## src/rtl/pipe_pkg.sv

```systemverilog
// Shared pipeline types: execute-to-memory control word, load/store size
// encodings and the EX/MEM skid-buffer occupancy states.
package pipe_pkg;

    typedef struct packed {
        logic       reg_write;
        logic       mem_read;
        logic       mem_write;
        logic       mem_to_reg;
        logic       branch;
        logic [2:0] funct3;
    } ex_mem_ctrl_t;

    localparam logic [2:0] F3_B  = 3'b000;
    localparam logic [2:0] F3_H  = 3'b001;
    localparam logic [2:0] F3_W  = 3'b010;
    localparam logic [2:0] F3_BU = 3'b100;
    localparam logic [2:0] F3_HU = 3'b101;

    typedef enum logic [1:0] {
        EMPTY = 2'd0,
        ONE   = 2'd1,
        TWO   = 2'd2
    } occ_t;

endpackage

```

## src/rtl/mem_align_chk.sv

```systemverilog
// Load/store alignment check: flags an access whose low address bits do not
// suit the access size encoded in funct3. Purely combinational.
module mem_align_chk
    import pipe_pkg::*;
(
    input  logic [1:0] addr,
    input  logic [2:0] funct3,
    input  logic       mem_read,
    input  logic       mem_write,
    output logic       misaligned
);

    always_comb begin
        // NOTE: assign a default before any branch so no path leaves the output unassigned and a latch is inferred.
        misaligned = 1'b0;
        if (mem_read || mem_write) begin
            case (funct3)
                F3_W:        misaligned = (addr != 2'b00);
                F3_H, F3_HU: misaligned = addr[0];
                default:     misaligned = 1'b0;
            endcase
        end
    end

endmodule

```

## src/rtl/ex_mem_stage.sv

```systemverilog
// EX/MEM pipeline register with a 2-entry skid buffer: captures ALU result,
// store data and control, resolves branches and flags misaligned accesses.
module ex_mem_stage
    import pipe_pkg::*;
#(
    parameter int DATA_WIDTH     = 32,
    parameter int REG_ADDR_WIDTH = 5
) (
    input  logic                      clk,
    input  logic                      reset,
    input  logic                      flush,
    input  logic                      ex_valid,
    output logic                      ex_ready,
    input  logic [DATA_WIDTH-1:0]     ALUResult,
    input  logic [DATA_WIDTH-1:0]     ex_rs2_data,
    input  logic [DATA_WIDTH-1:0]     ex_pc,
    input  logic [DATA_WIDTH-1:0]     ex_imm,
    input  logic [REG_ADDR_WIDTH-1:0] ex_rd,
    input  ex_mem_ctrl_t              ex_ctrl,
    output logic                      mem_valid,
    input  logic                      mem_ready,
    output logic [DATA_WIDTH-1:0]     mem_alu_result,
    output logic [DATA_WIDTH-1:0]     mem_wdata,
    output logic [REG_ADDR_WIDTH-1:0] mem_rd,
    output ex_mem_ctrl_t              mem_ctrl,
    output logic                      mem_misaligned,
    output logic                      redirect_valid,
    output logic [DATA_WIDTH-1:0]     redirect_pc
);

    typedef struct packed {
        logic [DATA_WIDTH-1:0]     alu_result;
        logic [DATA_WIDTH-1:0]     wdata;
        logic [REG_ADDR_WIDTH-1:0] rd;
        ex_mem_ctrl_t              ctrl;
        logic                      misaligned;
    } entry_t;

    occ_t   state, state_nxt;
    entry_t head, skid, in_entry;
    logic   accept, retire, taken, in_misaligned;

    mem_align_chk u_align (
        .addr       (ALUResult[1:0]),
        .funct3     (ex_ctrl.funct3),
        .mem_read   (ex_ctrl.mem_read),
        .mem_write  (ex_ctrl.mem_write),
        .misaligned (in_misaligned)
    );

    assign accept   = ex_valid & ex_ready;
    assign retire   = mem_valid & mem_ready;
    assign taken    = ex_ctrl.branch & ALUResult[0];
    assign in_entry = '{alu_result: ALUResult, wdata: ex_rs2_data, rd: ex_rd,
                        ctrl: ex_ctrl, misaligned: in_misaligned};

    always_comb begin
        state_nxt = state;
        if (flush) begin
            state_nxt = EMPTY;
        end else begin
            case (state)
                EMPTY: if (accept) state_nxt = ONE;
                ONE: begin
                    if (accept && !retire)      state_nxt = TWO;
                    else if (!accept && retire) state_nxt = EMPTY;
                end
                TWO:     if (retire) state_nxt = ONE;
                default: state_nxt = EMPTY;
            endcase
        end
    end

    // ex_ready and mem_valid are decoded from the next state and registered so
    // neither output depends combinationally on mem_ready or ex_valid.
    always_ff @(posedge clk) begin
        if (reset) begin
            state          <= EMPTY;
            ex_ready       <= 1'b0;
            mem_valid      <= 1'b0;
            redirect_valid <= 1'b0;
            redirect_pc    <= '0;
            // NOTE: the entry registers are reset only because the data outputs must read zero out of reset.
            head           <= '0;
            skid           <= '0;
        end else begin
            // NOTE: non-blocking assignments so every flop here samples pre-edge values regardless of statement order.
            state          <= state_nxt;
            ex_ready       <= (state_nxt != TWO);
            mem_valid      <= (state_nxt != EMPTY);
            redirect_valid <= accept & taken & ~flush;
            if (accept && taken && !flush) redirect_pc <= ex_pc + ex_imm;

            if (!flush) begin
                case (state)
                    EMPTY: if (accept) head <= in_entry;
                    ONE: begin
                        if (accept && retire) head <= in_entry;
                        else if (accept)      skid <= in_entry;
                    end
                    TWO:     if (retire) head <= skid;
                    default: ;
                endcase
            end
        end
    end

    assign mem_alu_result = head.alu_result;
    assign mem_wdata      = head.wdata;
    assign mem_rd         = head.rd;
    assign mem_ctrl       = head.ctrl;
    assign mem_misaligned = head.misaligned;

endmodule

```

## config.mk

```make
export PLATFORM = sky130hd
export DESIGN_NAME = ex_mem_stage
export DESIGN_NICKNAME = d
export VERILOG_FILES = /design/src/rtl/pipe_pkg.sv /design/src/rtl/mem_align_chk.sv /design/src/rtl/ex_mem_stage.sv
export SDC_FILE = /design/constraint.sdc
export NUM_CORES = 1
export LEC_CHECK = 0
export CORE_MARGIN = 2
export CORE_UTILIZATION = 55
export DETAILED_ROUTE_END_ITERATION = 6
export DONT_BUFFER_PORTS = 1
export GPL_ROUTABILITY_DRIVEN = 0
export PLACE_DENSITY = 0.69
export SYNTH_ARGS = -nofsm -noshare
export SYNTH_HDL_FRONTEND = slang
export SYNTH_HIERARCHICAL = 1
export SYNTH_SLANG_ARGS = --single-unit
export TNS_END_PERCENT = 30
```

## constraint.sdc

```tcl
create_clock -name clk -period 7.4 [get_ports clk]
set_input_delay 1.11 -clock clk [delete_from_list [all_inputs] [get_ports clk]]
set_output_delay 1.11 -clock clk [all_outputs]
set_load 0.03 [all_outputs]
```

### Word-level counts from Yosys, hierarchy flattened

Cells that the tools add are included.

* register bits: 193
* bits of input ports: 146
* output and inout bits: 113

* multiplexer cells: 12
* bitwise operators: 7
* $add $sub $neg: 1
* reduce and logical (&&, ||, !) cells: 16
* equal/unequal tests: 9

Operator list (number)
* two-way mux 78 bit: 3
* one-hot mux 78 bit (3 select lines): 1
* adder 32 bit: 1
* two-way mux 2 bit: 5
* != test 2 bit, second input constant: 4
* one-hot mux 2 bit (3 select lines): 1
* AND 1 bit: 5
* logical AND 1 bit: 5
* AND reduction 5 bit: 1
* AND reduction 4 bit: 1
* nonzero test 2 bit: 2
* equality test 3 x 1 -> 1 bit, second input constant: 1
* equality test 3 x 2 -> 1 bit, second input constant: 1
* equality test 3 bit, second input constant: 1
* zero test 1 bit: 3
* nonzero test 3 bit: 1
* equality test 2 x 1 -> 1 bit, second input constant: 1
* equality test 2 bit, second input constant: 1
* zero test 2 bit: 1
* inverter 1 bit: 2
* one-hot mux 1 bit (2 select lines): 1
* OR reduction 2 bit: 1
* logical OR 1 bit: 1
* two-way mux 1 bit: 1

### Depth between registers and ports, before layout

* word-level depth: 8
* gate-level depth with buffers: 9
* mapped depth without buffers: 9

### Hierarchy

The synthesis kept the hierarchy.

Modules (own cells, without submodules)
* ex_mem_stage: area an instance 9096.2 um^2, sequential area each 3863.7 um^2, instances 1, cells an instance 1086
* mem_align_chk: area an instance 43.8 um^2, sequential area each 0.0 um^2, instances 1, cells an instance 4

### Least setup slack after synthesis

No wires, ideal clock.

* path kind: input port to flip-flop
* start point: input ex_pc[0]
* end point: register redirect_pc[30]
* arrival time: 3238 ps
* stages: 9
* setup time: 127 ps
* path slack: 4035 ps
* data required time: 7273 ps
* path through: ha_1 fa_1 a21o_2 a311oi_1 nor2_2 a31oi_2 o41ai_4 nand4_1 or3b_1

* longest elaborated chain between the ends: 1

Ends and longest elaborated chain
* start: declaration: line ex_mem_stage.sv:16 `input logic [DATA_WIDTH-1:0] ex_pc,`
* adder 32 bit: line ex_mem_stage.sv:92 `if (accept && taken && !flush) redirect_pc <= ex_pc + ex_imm;`
* end signal: assignment: line ex_mem_stage.sv:92
* end: declaration: line ex_mem_stage.sv:28 `output logic [DATA_WIDTH-1:0] redirect_pc`

No other way between the ends.
A chain may end at the register's enable or synchronous reset.

### Worst setup path after layout

Same ends and word-level chain as after synthesis.

==> results.cfg <==
[outcome]
status = finished clean

[synth]
synth_top_family_by_area = compound AO/OA/AOI/OAI gates
synth_area_leader_cell = dfxtp_1
synth_most_common_cell = nand2_1
synth_compound_area_share_pct = 21.4
synth_cell_types = 62
synthFlopType = dfxtp_1
syn-num-nets = 1268
synth_top_area_share_pct = 42.3
synth.area.mux_share_pct = 8.65
ys_top_cells_by_count = 201 x nand2_1, 193 x dfxtp_1, 122 x a21oi_1, 108 x nor2_1, 83 x a211oi_1
ys_warn_count = 6
netlist_area_sq_mm = 0.00914
synth_simple_gate_area_share_pct = 17.6
ys_seq_elements = 193
yosys.area_share.adder_pct = 4.46
synth-xor-area-share_pct = 1.92
synth_area_per_cell_sq_um = 8.39
synth-edff-count = 0
synth_seq_area_share_pct = 42.3
synthTopCellsByArea = dfxtp_1 42%, mux2i_1 8.7%, nand2_1 8.3%, a211oi_1 6.8%, a21oi_1 6.7%
syn_inst = 1090
synth_async_sr_flop_share_pct = 0

[critical_path]
path_cells = ha_1 > fa_1 > a21o_2 > a311oi_1 > nor2_2 > a31oi_2 > o41ai_4 > nand4_1 > or3b_1
crit_path_end_kind = register
cp_slowest_cell = fa_1
worstPathMaxFanout = 5
cpPeakStageDelay_ns = 0.42
path_delay_family = compound AO/OA/AOI/OAI gates
start_kind = primary input
crit_buf_inv = 0
required_ns = 7.71
arrival_ns = 3.46
r2r_start = ex_ready
crit_start = ex_pc[0]
critPathKind = in2reg

[power_and_ir_drop]
peakVddDrop_mv = 0.163
p_per_area_mw_per_mm2 = 237
leakage_nw = 3.96
p_total_mw = 2.32

[clock_network]
cts_sinks = 193
root_buffer = clkbuf_16
h-tree-depth = 4
cts_setup_buffers = 0
cts_resized = 0
hold_buffers = 0
clk_pin_slew_worst_paths_ns = 0.07
cts_buffers = 17
tritoncts = done
clk_path_buf_depth = 2
clock_latency_ns = 0.42

[floorplan]
ioPinCount = 259
die_area_sq_mm = 0.0177
fp.coreArea_sq_mm = 0.0164
fp.dieH_um = 133
rows = 47
start_util_pct = 55.7
die_w_um = 133

[timing]
tns_ns = 0
hold_viol_final = 0
layout_setup_ws_ns = 4.25
min_period_ns = 3.15
rsz0062_at_grt = false
skew_ns = 0.0120
slew_violations = 0
period_share_pct = 42.6
hold_ws_ns = 0.453
slew_headroom_pct = 36.0
max_freq_ghz = 0.317
setup_viol = 0
worstMarginPinSlew_ns = 0.961

[layout]
syn2layout_area_growth_pct = 7.21
finish.net_count = 1214
final_util_pct = 59.7
n_fill_cell = 1485
num_antenna_cells = 0
stdcell_count = 1269
final_area_sq_mm = 0.00980
drive_gt1_share_pct = 5.43

[route]
drt_iter0_drc = 477
vias = 7283
routed_via_density = 5.74
drt_wl_total_mm = 21.5
routedWlPerCell_um = 16.9
ant_nets = 0
drc = 0
dr.pass1.iters = 4

[place]
place_ws_ns = 3.78
dp_cells = 1237
dpl.hpwl_mm = 14.6
placed_area_sq_mm = 0.00919
io_buffers = 0

[run]
cap_viol_max_count = 0

[grt]
grt_pass1_wl_mm = 34.0
grt_overflow = 0
grt_antenna_before_repair = 0
grt_max_degree = 187
grt_pass1_vias = 6729
grtUsageTotal_pct = 23.7

[hold_path]
hold_path_class = reg2reg
hp-start = skid[77]
[kinds of logic (layout without fill, tap and decap cells)]
logic type	after synthesis	count (layout)
adder cells (fa/ha/maj)	32	32
flip-flops	193	193
buffers and inverters	87	46
multiplexers	79	79
XOR/XNOR	20	20
AND/OR/NAND/NOR	379	379
AO/OA/AOI/OAI	300	300
[cell usage in the layout, fill, tap and decap left out, types with 5 or more instances in the layout]
cell type,Yosys,routed
a211oi_1,83,83
a21o_1,18,18
a21oi_1,122,122
a31oi_1,9,9
buf_4,0,6
clkbuf_16,0,17
dfxtp_1,193,193
ha_1,31,31
inv_1,8,8
mux2i_1,79,79
nand2_1,201,200
nand3_1,15,14
nand4_1,7,7
nor2_1,108,107
nor3_1,9,8
o21a_1,5,5
o21ai_0,24,24
or3_1,6,6
xnor2_1,14,14
xor2_1,6,6
[metal layers]
layer	vias to the layer above	track usage, %	part of all wire [%]
met5	-	0	0
met4	0	7.53	2.1
met3	33	8.08	7.7
met2	212	39.2	47
met1	3277	29.1	43
li1	3761	-	-
[final timing paths]
path                                        end  slack, ns  cells after the start
worst min-delay path                   skid[77]       0.45                      2
worst max register to register        mem_valid       4.66                      7
worst max-delay path            redirect_pc[30]       4.25                      9
worst min register to register         skid[77]       0.45                      2
[power breakdown]
group / total, mW / switching [mW] / leakage (nW) / internal [mW]
Sequential: 1.15 / 0.0794 / 1.57 / 1.07
Combinational: 0.235 / 0.135 / 2.11 / 0.101
Clock: 0.938 / 0.418 / 0.287 / 0.520
Total: 2.32 / 0.632 / 3.96 / 1.69
[flip-flops by register name, indices dropped and copies added (netlist names)]
signal / count
skid: 78
mem_alu_result: 32
mem_wdata: 32
redirect_pc: 32
mem_ctrl: 8
mem_rd: 5
state: 2
ex_ready: 1
mem_misaligned: 1
mem_valid: 1
redirect_valid: 1
[final cells by class]
type / count / area, sq um / share of cell area, %
inverter: 8 / 30.0 / 0.306
timing repair buffer: 6 / 45.0 / 0.460
multi-input combinational: 810 / 4970 / 50.7
sequential: 193 / 3860 / 39.4
tap: 220 / 275 / 2.81
clock buffer: 18 / 439 / 4.48
clock inverter: 14 / 175 / 1.79
[tightest hold or removal path, cell delays in order, from the launching register on]
cell	delay [ns]
dfxtp_1	0.31
nand2_1	0.05
a21oi_1	0.05
No activity file was read; power rests on OpenSTA's default activity.
